$ cat src/rtl/max6675_pkg.sv
// max6675_pkg: shared scan FSM states, register word offsets, DATA field positions and helpers
// No ports; imported by max6675_scan.
package max6675_pkg;
  typedef enum logic [2:0] {S_IDLE, S_SETUP, S_SHIFT, S_HOLD, S_NEXT} state_t;
  localparam logic [3:0] A_CTRL = 4'h0, A_STATUS = 4'h1, A_PERIOD = 4'h2, A_ENMASK = 4'h3, A_DATA = 4'h8;
  localparam logic [31:0] PERIOD_RST = 32'd12_000_000;
  localparam int D_OPEN = 12, D_ERR = 13, D_VALID = 14;
  function automatic logic [14:0] decode(input logic [15:0] f);
    decode = '0;
    decode[11:0] = f[14:3];
    decode[D_OPEN] = f[2];
    decode[D_ERR] = f[15] | f[1];
    decode[D_VALID] = 1'b1;
  endfunction
  // Lowest enabled channel at index >= from; 8 means none.
  function automatic logic [3:0] find_ch(input logic [7:0] m, input logic [3:0] from);
    find_ch = 4'd8;
    for (int i = 7; i >= 0; i--) if (m[i] && i >= int'(from)) find_ch = 4'(i);
  endfunction
endpackage

$ cat src/rtl/max6675_scan_if.sv
// max6675_scan_if: PicoSoC iomem bus bundle
// master drives valid/addr/wdata/wstrb; slave returns ready/rdata.
interface max6675_scan_if;
  logic iomem_valid, iomem_ready;
  logic [31:0] iomem_addr, iomem_wdata, iomem_rdata;
  logic [3:0] iomem_wstrb;
  modport master (output iomem_valid, iomem_addr, iomem_wdata, iomem_wstrb, input iomem_ready, iomem_rdata);
  modport slave (input iomem_valid, iomem_addr, iomem_wdata, iomem_wstrb, output iomem_ready, iomem_rdata);
endinterface

$ cat src/rtl/max6675_shifter.sv
// max6675_shifter: SCK divider and 16-bit MISO shift with start/done handshake
// i_start starts a frame when idle, i_so is MISO; o_sck mode-0 clock, o_done one-cycle pulse, o_frame MSB-first data.
module max6675_shifter #(
  parameter int DIV = 25
) (
  input  logic        clk,
  input  logic        resetn,
  input  logic        i_start,
  input  logic        i_so,
  output logic        o_sck,
  output logic        o_done,
  output logic [15:0] o_frame
);
  localparam int CW = $clog2(DIV + 1);
  logic r_act;
  logic [CW-1:0] r_cnt;
  logic [4:0] r_bits;
  logic w_tog;
  assign w_tog = r_act && r_cnt == CW'(DIV - 1);
  // The toggle after the 16th high phase lands sck low and ends the frame.
  always_ff @(posedge clk or negedge resetn)
    if (!resetn) begin
      r_act <= 1'b0;
      r_cnt <= '0;
      r_bits <= '0;
      o_sck <= 1'b0;
      o_done <= 1'b0;
      o_frame <= '0;
    end else begin
      o_done <= 1'b0;
      if (i_start && !r_act) begin
        r_act <= 1'b1;
        r_cnt <= '0;
        r_bits <= '0;
        o_sck <= 1'b0;
      end else if (r_act) begin
        r_cnt <= w_tog ? '0 : r_cnt + 1'b1;
        if (w_tog) begin
          o_sck <= ~o_sck;
          if (!o_sck) begin
            o_frame <= {o_frame[14:0], i_so};
            r_bits <= r_bits + 5'd1;
          end else if (r_bits == 5'd16) begin
            r_act <= 1'b0;
            o_done <= 1'b1;
          end
        end
      end
    end
endmodule

$ cat src/rtl/max6675_scan.sv
// max6675_scan: multi-channel MAX6675 thermocouple scanner on the PicoSoC iomem bus
// bus: iomem slave (CTRL/STATUS/PERIOD/ENMASK/DATA_i); cs_n per-channel select; sck/so shared SPI.
// MAX6675_SCAN_IRQ_EN adds the irq port and CTRL bit2 IRQEN.
module max6675_scan
  import max6675_pkg::*;
#(
  parameter int CLK_HZ = 50_000_000,
  parameter int SCK_HZ = 1_000_000,
  parameter int NCH = 4,
  parameter logic [31:0] BASE_ADDR = 32'h0300_0000
) (
  input  logic           clk,
  input  logic           resetn,
  max6675_scan_if.slave  bus,
  output logic [NCH-1:0] cs_n,
  output logic           sck,
  input  logic           so
`ifdef MAX6675_SCAN_IRQ_EN
  , output logic         irq
`endif
);
  localparam int DIV = CLK_HZ / (2 * SCK_HZ) < 1 ? 1 : CLK_HZ / (2 * SCK_HZ);
  localparam int CW = $clog2(DIV + 1);
`ifdef MAX6675_SCAN_IRQ_EN
  localparam bit IRQ = 1'b1;
`else
  localparam bit IRQ = 1'b0;
`endif
  state_t r_state, w_nxt;
  logic [2:0] r_ch;
  logic [3:0] w_ch, w_a;
  logic [CW-1:0] r_cnt;
  logic r_ready, r_auto, r_irqen;
  logic [31:0] r_rdata, r_period, r_pcnt, w_per, w_rd, w_wm, w_wd;
  logic [NCH-1:0] r_en, r_fresh, w_set;
  logic [14:0] r_data [NCH];
  logic w_acc, w_wr, w_start, w_tick, w_go, w_cdone, w_sh_start, w_sh_done;
  logic [15:0] w_frame;
  max6675_shifter #(.DIV(DIV)) u_sh (
    .clk(clk), .resetn(resetn), .i_start(w_sh_start), .i_so(so),
    .o_sck(sck), .o_done(w_sh_done), .o_frame(w_frame)
  );
  // Gating on r_ready makes a held valid produce one access per two cycles.
  assign w_acc = bus.iomem_valid && !r_ready && bus.iomem_addr[31:6] == BASE_ADDR[31:6];
  assign w_wr = w_acc && |bus.iomem_wstrb;
  assign w_a = bus.iomem_addr[5:2];
  assign w_wm = {{8{bus.iomem_wstrb[3]}}, {8{bus.iomem_wstrb[2]}}, {8{bus.iomem_wstrb[1]}}, {8{bus.iomem_wstrb[0]}}};
  assign w_wd = bus.iomem_wdata & w_wm;
  assign w_start = w_wr && w_a == A_CTRL && w_wd[0];
  assign w_per = r_period == '0 ? 32'd1 : r_period;
  assign w_tick = r_auto && r_pcnt >= w_per - 32'd1;
  assign w_go = (w_start || w_tick) && |r_en;
  assign w_cdone = r_cnt == CW'(DIV - 1);
  assign w_set = r_state == S_SHIFT && w_sh_done ? NCH'(1) << r_ch : '0;
  assign cs_n = r_state == S_SETUP || r_state == S_SHIFT ? ~(NCH'(1) << r_ch) : '1;
  assign bus.iomem_ready = r_ready;
  assign bus.iomem_rdata = r_rdata;
`ifdef MAX6675_SCAN_IRQ_EN
  assign irq = r_irqen && |r_fresh;
`endif
  always_comb begin
    w_nxt = r_state;
    w_ch = find_ch(8'(r_en), 4'd0);
    w_sh_start = 1'b0;
    case (r_state)
      S_IDLE: if (w_go) w_nxt = S_SETUP;
      S_SETUP: if (w_cdone) begin
        w_nxt = S_SHIFT;
        w_sh_start = 1'b1;
      end
      S_SHIFT: if (w_sh_done) w_nxt = S_HOLD;
      S_HOLD: if (w_cdone) w_nxt = S_NEXT;
      S_NEXT: begin
        w_ch = find_ch(8'(r_en), 4'(r_ch) + 4'd1);
        w_nxt = w_ch[3] ? S_IDLE : S_SETUP;
      end
      default: w_nxt = S_IDLE;
    endcase
  end
  always_comb begin
    w_rd = '0;
    case (w_a)
      A_CTRL: w_rd[2:1] = {r_irqen, r_auto};
      A_STATUS: begin
        w_rd[8 +: NCH] = r_fresh;
        w_rd[0] = r_state != S_IDLE;
      end
      A_PERIOD: w_rd = r_period;
      A_ENMASK: w_rd[NCH-1:0] = r_en;
      default: for (int i = 0; i < NCH; i++) if (w_a == A_DATA + 4'(i)) w_rd[14:0] = r_data[i];
    endcase
  end
  always_ff @(posedge clk or negedge resetn)
    if (!resetn) begin
      r_state <= S_IDLE;
      r_ch <= '0;
      r_cnt <= '0;
      r_ready <= 1'b0;
      r_rdata <= '0;
      r_auto <= 1'b0;
      r_irqen <= 1'b0;
      r_period <= PERIOD_RST;
      r_pcnt <= '0;
      r_en <= '1;
      r_fresh <= '0;
      for (int i = 0; i < NCH; i++) r_data[i] <= '0;
    end else begin
      r_state <= w_nxt;
      if (w_nxt == S_SETUP && r_state != S_SETUP) r_ch <= w_ch[2:0];
      r_cnt <= r_state != w_nxt ? '0 : r_cnt + 1'b1;
      r_ready <= w_acc;
      r_rdata <= w_acc && !w_wr ? w_rd : '0;
      r_pcnt <= r_auto && !w_tick ? r_pcnt + 32'd1 : '0;
      r_fresh <= r_fresh & ~(w_wr && w_a == A_STATUS ? w_wd[8 +: NCH] : '0) | w_set;
      if (w_wr && w_a == A_CTRL && bus.iomem_wstrb[0]) begin
        r_auto <= bus.iomem_wdata[1];
        r_irqen <= IRQ && bus.iomem_wdata[2];
      end
      if (w_wr && w_a == A_PERIOD) r_period <= r_period & ~w_wm | w_wd;
      if (w_wr && w_a == A_ENMASK && bus.iomem_wstrb[0]) r_en <= bus.iomem_wdata[NCH-1:0];
      for (int i = 0; i < NCH; i++) if (w_set[i]) r_data[i] <= decode(w_frame);
    end
endmodule
$ cat src/flat_wrapper.sv
// flat-port wrapper written by rule: the top's interface ports become plain ports
module max6675_scan_flat import max6675_pkg::*;
#(
  parameter int CLK_HZ = 50_000_000,
  parameter int SCK_HZ = 1_000_000,
  parameter int NCH = 4,
  parameter logic [31:0] BASE_ADDR = 32'h0300_0000
)
  (clk, resetn, cs_n, sck, so, bus_iomem_valid, bus_iomem_addr, bus_iomem_wdata, bus_iomem_wstrb, bus_iomem_ready, bus_iomem_rdata);
  max6675_scan_if bus_i ();
  input  logic clk;
  input  logic resetn;
  output logic [NCH-1:0] cs_n;
  output logic sck;
  input  logic so;
  input wire logic [$bits(bus_i.iomem_valid)-1:0] bus_iomem_valid;
  input wire logic [$bits(bus_i.iomem_addr)-1:0] bus_iomem_addr;
  input wire logic [$bits(bus_i.iomem_wdata)-1:0] bus_iomem_wdata;
  input wire logic [$bits(bus_i.iomem_wstrb)-1:0] bus_iomem_wstrb;
  output wire logic [$bits(bus_i.iomem_ready)-1:0] bus_iomem_ready;
  output wire logic [$bits(bus_i.iomem_rdata)-1:0] bus_iomem_rdata;
  assign bus_i.iomem_valid = bus_iomem_valid;
  assign bus_i.iomem_addr = bus_iomem_addr;
  assign bus_i.iomem_wdata = bus_iomem_wdata;
  assign bus_i.iomem_wstrb = bus_iomem_wstrb;
  assign bus_iomem_ready = bus_i.iomem_ready;
  assign bus_iomem_rdata = bus_i.iomem_rdata;
  max6675_scan #(.CLK_HZ(CLK_HZ), .SCK_HZ(SCK_HZ), .NCH(NCH), .BASE_ADDR(BASE_ADDR)) u_core (.clk(clk), .resetn(resetn), .bus(bus_i), .cs_n(cs_n), .sck(sck), .so(so));
endmodule
$ cat config.mk
export PLATFORM = sky130hd
export DESIGN_NAME = max6675_scan_flat
export DESIGN_NICKNAME = d
export VERILOG_FILES = /design/src/rtl/max6675_pkg.sv /design/src/rtl/max6675_scan_if.sv /design/src/rtl/max6675_shifter.sv /design/src/rtl/max6675_scan.sv /design/src/flat_wrapper.sv
export SDC_FILE = /design/constraint.sdc
export NUM_CORES = 1
export LEC_CHECK = 0
export CORE_MARGIN = 1.5
export CORE_UTILIZATION = 40
export CTS_BUF_LIST = sky130_fd_sc_hd__clkbuf_8
export CTS_CLUSTER_SIZE = 10
export DETAILED_ROUTE_END_ITERATION = 10
export PLACE_DENSITY = 0.67
export REMOVE_ABC_BUFFERS = 1
export SKIP_CTS_REPAIR_TIMING = 1
export SKIP_LAST_GASP = 1
export SLEW_MARGIN = 20
export SYNTH_ARGS = -nofsm -noshare
export SYNTH_HDL_FRONTEND = slang
export SYNTH_SLANG_ARGS = --single-unit
$ cat constraint.sdc
create_clock -name clk -period 5.6 [get_ports clk]
set_clock_uncertainty 0.15 [all_clocks]
set_input_delay 0.84 -clock clk [delete_from_list [all_inputs] [get_ports clk]]
set_output_delay 0.84 -clock clk [all_outputs]
set_load 0.1 [all_outputs]
# [Word level (Yosys, flattened, before mapping)]
# Index checks and enable logic that the tools add are counted.
[word_totals] output_inout_bits=38 regBits=206 word_cells=160
[op_classes] muxes=56 n_addsub=6 reduce_logical=42 magnitude_cmp=5 eq_ne=19 n_bitwise=11 n_shift=1
[op_table] operator="2-to-1 mux 32 bit" n=3
[op_table] operator="bitwise AND 32 bit" n=2
[op_table] operator="2-to-1 mux 15 bit" n=4
[op_table] operator="2-to-1 mux 5 bit" n=8
[op_table] operator="adder 32 x 1 -> 32 bit, second input constant" n=1
[op_table] operator=">= comparator 32 bit" n=1
[op_table] operator="logical NOT 32 bit" n=1
[op_table] operator="2-to-1 mux 4 bit" n=8
[op_table] operator="inverter 32 bit" n=1
[op_table] operator="bitwise OR 32 bit" n=1
[op_table] operator="subtractor 32 x 1 -> 32 bit, second input constant" n=1
[op_table] operator="== test 26 x 20 -> 1 bit, second input constant" n=1
[op_table] operator="2-to-1 mux 3 bit" n=8
[op_table] operator="logical AND 1 bit" n=22
[op_table] operator="2-to-1 mux 17 bit" n=1
[op_table] operator="== test 4 bit, second input constant" n=4
[op_table] operator="2-to-1 mux 1 bit" n=16
[op_table] operator="adder 5 x 1 -> 5 bit, second input constant" n=3
[op_table] operator="== test 5 bit, second input constant" n=3
[op_table] operator="one-hot mux 3 bit (5 select lines)" n=1
[op_table] operator="one-hot mux 4 bit (3 select lines)" n=1
[op_table] operator="== test 4 x 2 -> 1 bit, second input constant" n=2
[op_table] operator=">= comparator 1 x 4 -> 1 bit, first input constant" n=2
[op_table] operator=">= comparator 2 x 4 -> 1 bit, first input constant" n=2
[op_table] operator="other kinds (32)" n=43

# [Depth between registers and ports, before layout]
# Gate-level depths: netlist of the first run.
[depth] depth_word=12 depth_mapped=21 mapped_depth_nobuf=18

# [Modules after synthesis]
# Synthesis of the first run repeated with hierarchy kept, for this count alone.
[hier_totals] cells_unflattened=893 area_unflattened_um2=10168.5
[by_module_without_submodules] mod="max6675_scan" n_inst=1 cells_per_inst=792 area_each_um2=8876.0
[by_module_without_submodules] mod="max6675_shifter" n_inst=1 cells_per_inst=101 area_each_um2=1292.5

# [Least setup slack after synthesis of the first run]
# Ideal clock, no wire load.
[synth_path] path_type="register -> register" start="register with a tool-made name" end="register u_core.r_pcnt[10]" setup_slack_ns=0.642 synth_period_minus_slack_ns=4.958 required_time_ns=5.378 setup_ns=0.072 stages_incl_launch_ff=22 arrival_ns=4.736 path_cell_list="dfrtp_1 or4_4 or3_4 or4_4 nor2_1 nor2_1 ha_1 nand2_1 or2_2 buf_6 nand3b_1 nor2_1 xnor2_1 ha_1 a21oi_1 nand2_1 a221o_1 o31ai_1 or3b_2 clkbuf_1 buf_1 nor2_1"
[synth_rtl] element="end signal: assignment" line_no="max6675_scan.sv:113" rtl="r_pcnt <= r_auto && !w_tick ? r_pcnt + 32'd1 : '0;"
[synth_rtl] element="end: declaration" line_no="max6675_scan.sv:34" rtl="logic [31:0] r_rdata, r_period, r_pcnt, w_per, w_rd, w_wm, w_wd;"

==> impl_metrics.csv, run 1 <==
group,metric,value,unit
status,status,"complete, no violations",
worst_setup_path,critPathMaxFanout,6,
worst_setup_path,crit_type,"flip-flop to flip-flop",
synthesis,ys_warn_count,0,
clocking,clk_latency,520,ps
placed_design,hpwl,16.13,mm
min_path,hp-class,"input pin to asynchronous set/reset pin",
timing,period_needed,5260,ps
grt,grt_pass1_vias,7313,
timing,setup_viol,0,
cells_and_area,fill_cells,2299,
power_and_ir_drop,switching_share,22.99,%
power_and_ir_drop,p_int,0.002298,W
run,max-cap-violations,0,
synthesis,synthCells,930,
power_and_ir_drop,switchingPower,0.0006858,W
timing,finalMaxSlewViolations,0,
timing,rsz0062_at_grt,"false",
synthesis,ys_seq_elements,205,
power_and_ir_drop,p_per_area,240.1,nW/um^2
drt,vias_per_cell,5.186,
power_and_ir_drop,vdd.ir_drop.worst,252.2,uV
timing,hold_viol,0,
drt,ant_nets,0,
drt,drt_pass1_iterations,5,
synthesis,ys_types,62,
synthesis,synth-main-ff-cell,"dfrtp_1",
drt,totalWireLength,23.48,mm
placed_design,portBuffers,107,
drt,wire_per_inst,16.70,um
drt,drcViolationCount,0,
clocking,clkSlewWorstSetupHoldPaths,60,ps
grt,grt_pass1_wl,38.37,mm
floorplanning,initial_core_util,40.72,%
timing,clock.fmax,190.1,MHz
synthesis,yosysSeqAreaShare,50.34,%
worst_setup_path,cp.required,5850,ps
floorplanning,rows,58,
synthesis,yosysMostFrequentCell,"dfrtp_1",
synthesis,syn_avg_cell_area,10.99,um^2
grt,antenna_found_initial,0,
power_and_ir_drop,p_leak,5.646,nW
cells_and_area,fin_util,49.48,%
clocking,cts-root-buf,"clkbuf_8",
cells_and_area,fin_cells,1406,
clocking,cts.sinks,205,
synthesis,synth_edf_count,0,
cells_and_area,drive_above_1_share,19.05,%
synthesis,yosys.area.top_type,"dfrtp_1",
floorplanning,die_width,162.9,um
floorplanning,ios,110,
timing,worst_pin_slew,1038,ps
drt,routed-via-count,7291,
grt,grt_overflow,0,
timing,relSlewSlack,30.59,%
cells_and_area,diodes,0,
clocking,cts_buffers,37,
worst_setup_path,endpoint_kind,"flip-flop",
worst_setup_path,cp_num_buf_inv,0,
worst_setup_path,critical_path.cell_chain,"or4_4 -> or3_4 -> or4_4 -> nor2_2 -> nor2_1 -> ha_1 -> nand2_1 -> or2_2 -> nand3b_1 -> nor2_1 -> xnor2_1 -> ha_1 -> a21oi_1 -> nand2_1 -> a221o_1 -> o311a_1 -> a211oi_1 -> mux2_1",
cells_and_area,fin_nets,1159,
synthesis,netlist.area_leader.share,46.74,%
synthesis,synth_area_leaders,"dfrtp_1 47%, mux2_2 9.9%, ha_1 4.9%, nand2_1 3.7%, dfstp_2 3.6%",
cells_and_area,synthToLayoutAreaGrowth,21.51,%
timing,fin_crit_sh,93.93,%
power_and_ir_drop,pwr-share-seq,49.7,%
clocking,cts_tree,"done",
synthesis,ys_top_cells_by_count,"191 x dfrtp_1, 101 x nand2_1, 96 x nor2_1",
clocking,h-tree-depth,2,
floorplanning,coreArea,25110,um^2
placed_design,post-place-ws,178.0,ps
timing,setup_tns,0,ps
worst_setup_path,critPathMaxStageDelay,520,ps
floorplanning,die_y,162.9,um
grt,grt_usage,18.27,%
placed_design,dp_cells,1338,
floorplanning,die_area,26530,um^2
timing,setup_slack,340.0,ps
synthesis,syn_area,10220,um^2
drt,drtIter0Drc,432,
worst_setup_path,crit_arrival,5510,ps
placed_design,gp_congestion,0.8213,
clocking,clockBufferDepth,3,
grt,grt_max_degree,162,
power_and_ir_drop,p_comb_share,3.7,%
power_and_ir_drop,pwr-share-clk,46.6,%
worst_setup_path,cpMaxStageDelayCell,"or4_4",
worst_setup_path,crit_path_start_kind,"flip-flop",
worst_setup_path,critical-path-top-delay-family,"simple AND/OR/NAND/NOR gates",
synthesis,async_reset_ff_share,100.0,%
## worst reg2reg max path: cells and delay by family, from the launching register on
family                     cells  cell delay (ps)
and+or+nand+nor               10             2170
AOI/OAI and AO/OA              4             1340
adders and majority gates      2              520
DFF                            1              440
muxes                          1              370
xor gates and xnor gates       1              140
## cell usage in the layout, fill, tap and decap left out, types with 15 or more instances in the layout
master,netlist,routed
clkbuf_8,0,48
mux2_2,90,90
and3_1,15,15
ha_1,40,40
dfrtp_1,191,191
nand2_1,101,101
inv_1,19,32
o21ai_0,25,25
xnor2_1,34,34
xor2_1,34,34
and2_1,21,21
nand4_1,17,17
a21oi_1,28,28
clkdlybuf4s50_1,0,106
nand3_1,25,25
nor2_1,96,94
## area by class of cell
| cell class | count | area (um^2) | share of cell area, % |
|---|---|---|---|
| clock buffer | 47 | 646.9 | 5.206 |
| inverter | 19 | 71.32 | 0.5740 |
| clock inverter | 21 | 98.84 | 0.7956 |
| sequential | 205 | 5147 | 41.43 |
| timing repair buffer | 115 | 1160 | 9.335 |
| multi-input combinational | 669 | 4887 | 39.34 |
| tap | 330 | 412.9 | 3.323 |
## layer usage
metal	share of wire (%)	routed length [um]	vias up	track usage, %
met3	4.1	968	33	3.107
li1	-	-	3506	-
met2	48	11260	145	30.19
met1	46	10920	3607	24.93
met5	0	0	-	0
met4	1.4	336	0	4.587
## power groups by stage
stage	Sequential [W]	Clock, W	Combinational, W
after detailed placement	0.00151	0	0.000115
after global routing	0.00148	0.00150	0.000123
after CTS	0.00148	0.00143	0.000115
final	0.00148	0.00139	0.000112
after floorplan	0.00151	0	0.0000134
after global placement	0.00151	0	0.000114
## final timing paths
| path | end | slack [ps] | cells past startpoint |
|---|---|---|---|
| max | u_core.r_ch[0] | 340 | 18 |
| min | u_core.r_pcnt[27] | 100 | 1 |
| max reg2reg | u_core.r_ch[0] | 340 | 18 |
| min reg2reg | u_core.r_data[44] | 320 | 1 |
| max in group asynchronous | u_core.r_state[2] | 3940 | 2 |
| min in group clk | u_core.r_data[44] | 320 | 1 |
## per-stage QoR
stage	hold WS [ps]	cell area [um^2]	power, W
3_5_place_dp	302.9	11660	0.001623
3_3_place_gp	298.1	11660	0.001623
2_1_floorplan	278.7	10080	0.001522
6_report	101.9	12420	0.002983
4_1_cts	103.4	12410	0.003027
5_1_grt	117.5	12420	0.003105
## logic make-up (layout without fill, tap and decap cells)
group / Yosys count / after routing / share of synthesized area (%)
mux: 107 / 107 / 12.69
xor+xnor: 70 / 70 / 6.143
buf+inv: 56 / 202 / 2.129
simple gates: 362 / 362 / 18.17
flops: 205 / 205 / 50.34
fa+ha+maj: 40 / 40 / 4.895
compound gates: 90 / 90 / 5.629
(Power assumes the default switching activity.)
==> inputs of run 2 (changes only) <==
- CORE_UTILIZATION: 40 -> 59
- PLACE_DENSITY: 0.67 -> 0.9
==> run 2 against run 1 <==
  * Sequential share of layout area grew 0.53 points
  * Fmax shrank 3.5%
  * Count of clock-buffer cells in the layout shrank 3
  * Die area shrank 32%
  * Clock power shrank 4%
  * Core utilization grew 24 points
  * Worst setup slack lost 190 ps
  * First-iteration DRC count grew 8.6%
  * Via count grew 6.2%
  * Cell count shrank 8.0%
  * Sequential power is essentially flat
  * Power shrank 1.6%
  * Largest power group unchanged
==> impl_metrics.csv, run 2 (synthesized netlist as in run 1, its figures left out) <==
group,metric,value,unit
status,status,"complete, no violations",
floorplanning,ios,110,
worst_setup_path,r2r_slack,150,ps
drt,drt_pass1_iterations,7,
power_and_ir_drop,vdd.ir_drop.worst,191.6,uV
floorplanning,die_width,134.6,um
clocking,clk_latency,540,ps
power_and_ir_drop,switching_share,23.27,%
floorplanning,initial_core_util,61.01,%
floorplanning,rows,47,
timing,hold_viol,0,
cells_and_area,synthToLayoutAreaGrowth,19.97,%
clocking,cts_tree,"done",
timing,period_needed,5451,ps
worst_setup_path,cp.required,5880,ps
clocking,cts_buffers,35,
power_and_ir_drop,switchingPower,0.0006828,W
clocking,cts.sinks,205,
grt,grt_usage,27.15,%
drt,drtIter0Drc,469,
worst_setup_path,crit_path_start_kind,"flip-flop",
grt,grt_overflow,0,
floorplanning,die_area,18130,um^2
power_and_ir_drop,p_per_area,239.2,nW/um^2
cells_and_area,diodes,0,
worst_setup_path,endpoint_kind,"flip-flop",
cells_and_area,final_common_cell,"dfrtp_1",
worst_setup_path,r2r-end,"u_core.r_pcnt[6]",
timing,finalMaxSlewViolations,0,
cells_and_area,final_cell_mix,"191 x dfrtp_1, 106 x clkdlybuf4s50_1, 101 x nand2_1",
power_and_ir_drop,total_power,0.002934,W
cells_and_area,fin_nets,1160,
cells_and_area,fin_util,73.19,%
worst_setup_path,reg2reg_depth,19,
placed_design,portBuffers,107,
power_and_ir_drop,pwr-share-clk,45.6,%
drt,ant_nets,0,
timing,hold_slack,114.8,ps
grt,grt_max_degree,137,
power_and_ir_drop,p_int,0.002252,W
grt,grt_pass1_wl,38.95,mm
drt,wire_per_inst,18.57,um
floorplanning,die_y,134.6,um
run,max-cap-violations,0,
timing,setup_viol,0,
clocking,clockBufferDepth,3,
placed_design,post-place-ws,194.0,ps
power_and_ir_drop,p_comb_share,3.9,%
clocking,clkSlewWorstSetupHoldPaths,60,ps
floorplanning,coreArea,16760,um^2
cells_and_area,fin_area,12270,um^2
grt,antenna_found_initial,0,
power_and_ir_drop,pwr-share-seq,50.5,%
timing,relSlewSlack,32.57,%
cells_and_area,drive_above_1_share,19.18,%
timing,worst_pin_slew,1008,ps
clocking,cts-root-buf,"clkbuf_8",
worst_setup_path,crit_type,"flip-flop to flip-flop",
cells_and_area,multi_input_area,4883,um^2
clocking,h-tree-depth,2,
min_path,hp-class,"input pin to asynchronous set/reset pin",
grt,grt_pass1_vias,7999,
timing,clock.fmax,183.4,MHz
placed_design,hpwl,16.03,mm
timing,setup_slack,148.6,ps
drt,vias_per_cell,5.981,
placed_design,gp_congestion,0.8566,
cells_and_area,fill_cells,1126,
worst_setup_path,critPathMaxFanout,31,
drt,drcViolationCount,0,
timing,fin_crit_sh,97.35,%
worst_setup_path,crit_arrival,5730,ps
drt,routed-via-count,7740,
placed_design,placed_area,11520,um^2
cells_and_area,area.sequential,5147,um^2
power_and_ir_drop,p_leak,5.621,nW
drt,totalWireLength,24.03,mm
==> run 2: cell type report <==
type,count,share of cell area [%]
Sequential cell,205,41.96
Tap cell,220,2.244
Clock buffer,44,4.937
Multi-Input combinational cell,669,39.81
Timing Repair Buffer,118,9.710
Clock inverter,19,0.7548
Inverter,19,0.5814
==> run 2: worst max path at each step <==
stage,from,endpoint,slack (ps),cells past startpoint
global placement,flip-flop,u_core.r_pcnt[17],310,19
detailed placement,flip-flop,u_core.r_pcnt[31],190,19
finish,flip-flop,u_core.r_pcnt[6],150,19
global route,flip-flop,u_core.r_pcnt[29],-30,19
floorplan,flip-flop,u_core.r_pcnt[10],720,18
CTS,flip-flop,u_core.r_pcnt[31],120,19
==> run 2: worst max-delay path: stages, from the launching register on <==
cell      delay [ps]
dfrtp_1          430
or4_4            540
or3_4            360
or4_4            470
nor2_2           190
nor2_1            90
ha_1             220
nand2_1          100
or2_2            200
nand3b_1         210
nor2_1            80
xnor2_1          130
ha_1             310
a21oi_1          170
nand2_1           70
a221o_1          430
o31ai_2          370
or3b_2           510
buf_12           180
nor2_1           120
==> run 2: power by group through the flow <==
stage	clock network, W	logic, W	registers, W
finish	0.00134	0.000114	0.00148
global route	0.00143	0.000123	0.00148
CTS	0.00136	0.000112	0.00148
detailed placement	0	0.000111	0.00151
global placement	0	0.000110	0.00151
floorplan	0	0.0000134	0.00151
==> run 2: routing by layer <==
metal | global-route usage (%) | vias up | wire (um) | share of wire (%)
li1 | - | 3502 | - | -
met1 | 33.30 | 3893 | 9708 | 40
met2 | 46.89 | 269 | 12290 | 51
met3 | 4.392 | 76 | 1159 | 4.8
met4 | 13.32 | 0 | 873 | 3.6
met5 | 0 | - | 0 | 0
==> run 2: stage by stage <==
| stage | TNS (ps) | cells |
|---|---|---|
| final | 0 | 1294 |
| after global routing | -276.5 | 1294 |
| after CTS | 0 | 1292 |
| after detailed placement | 0 | 1229 |
| after global placement | 0 | 1229 |
| after floorplan | 0 | 893 |
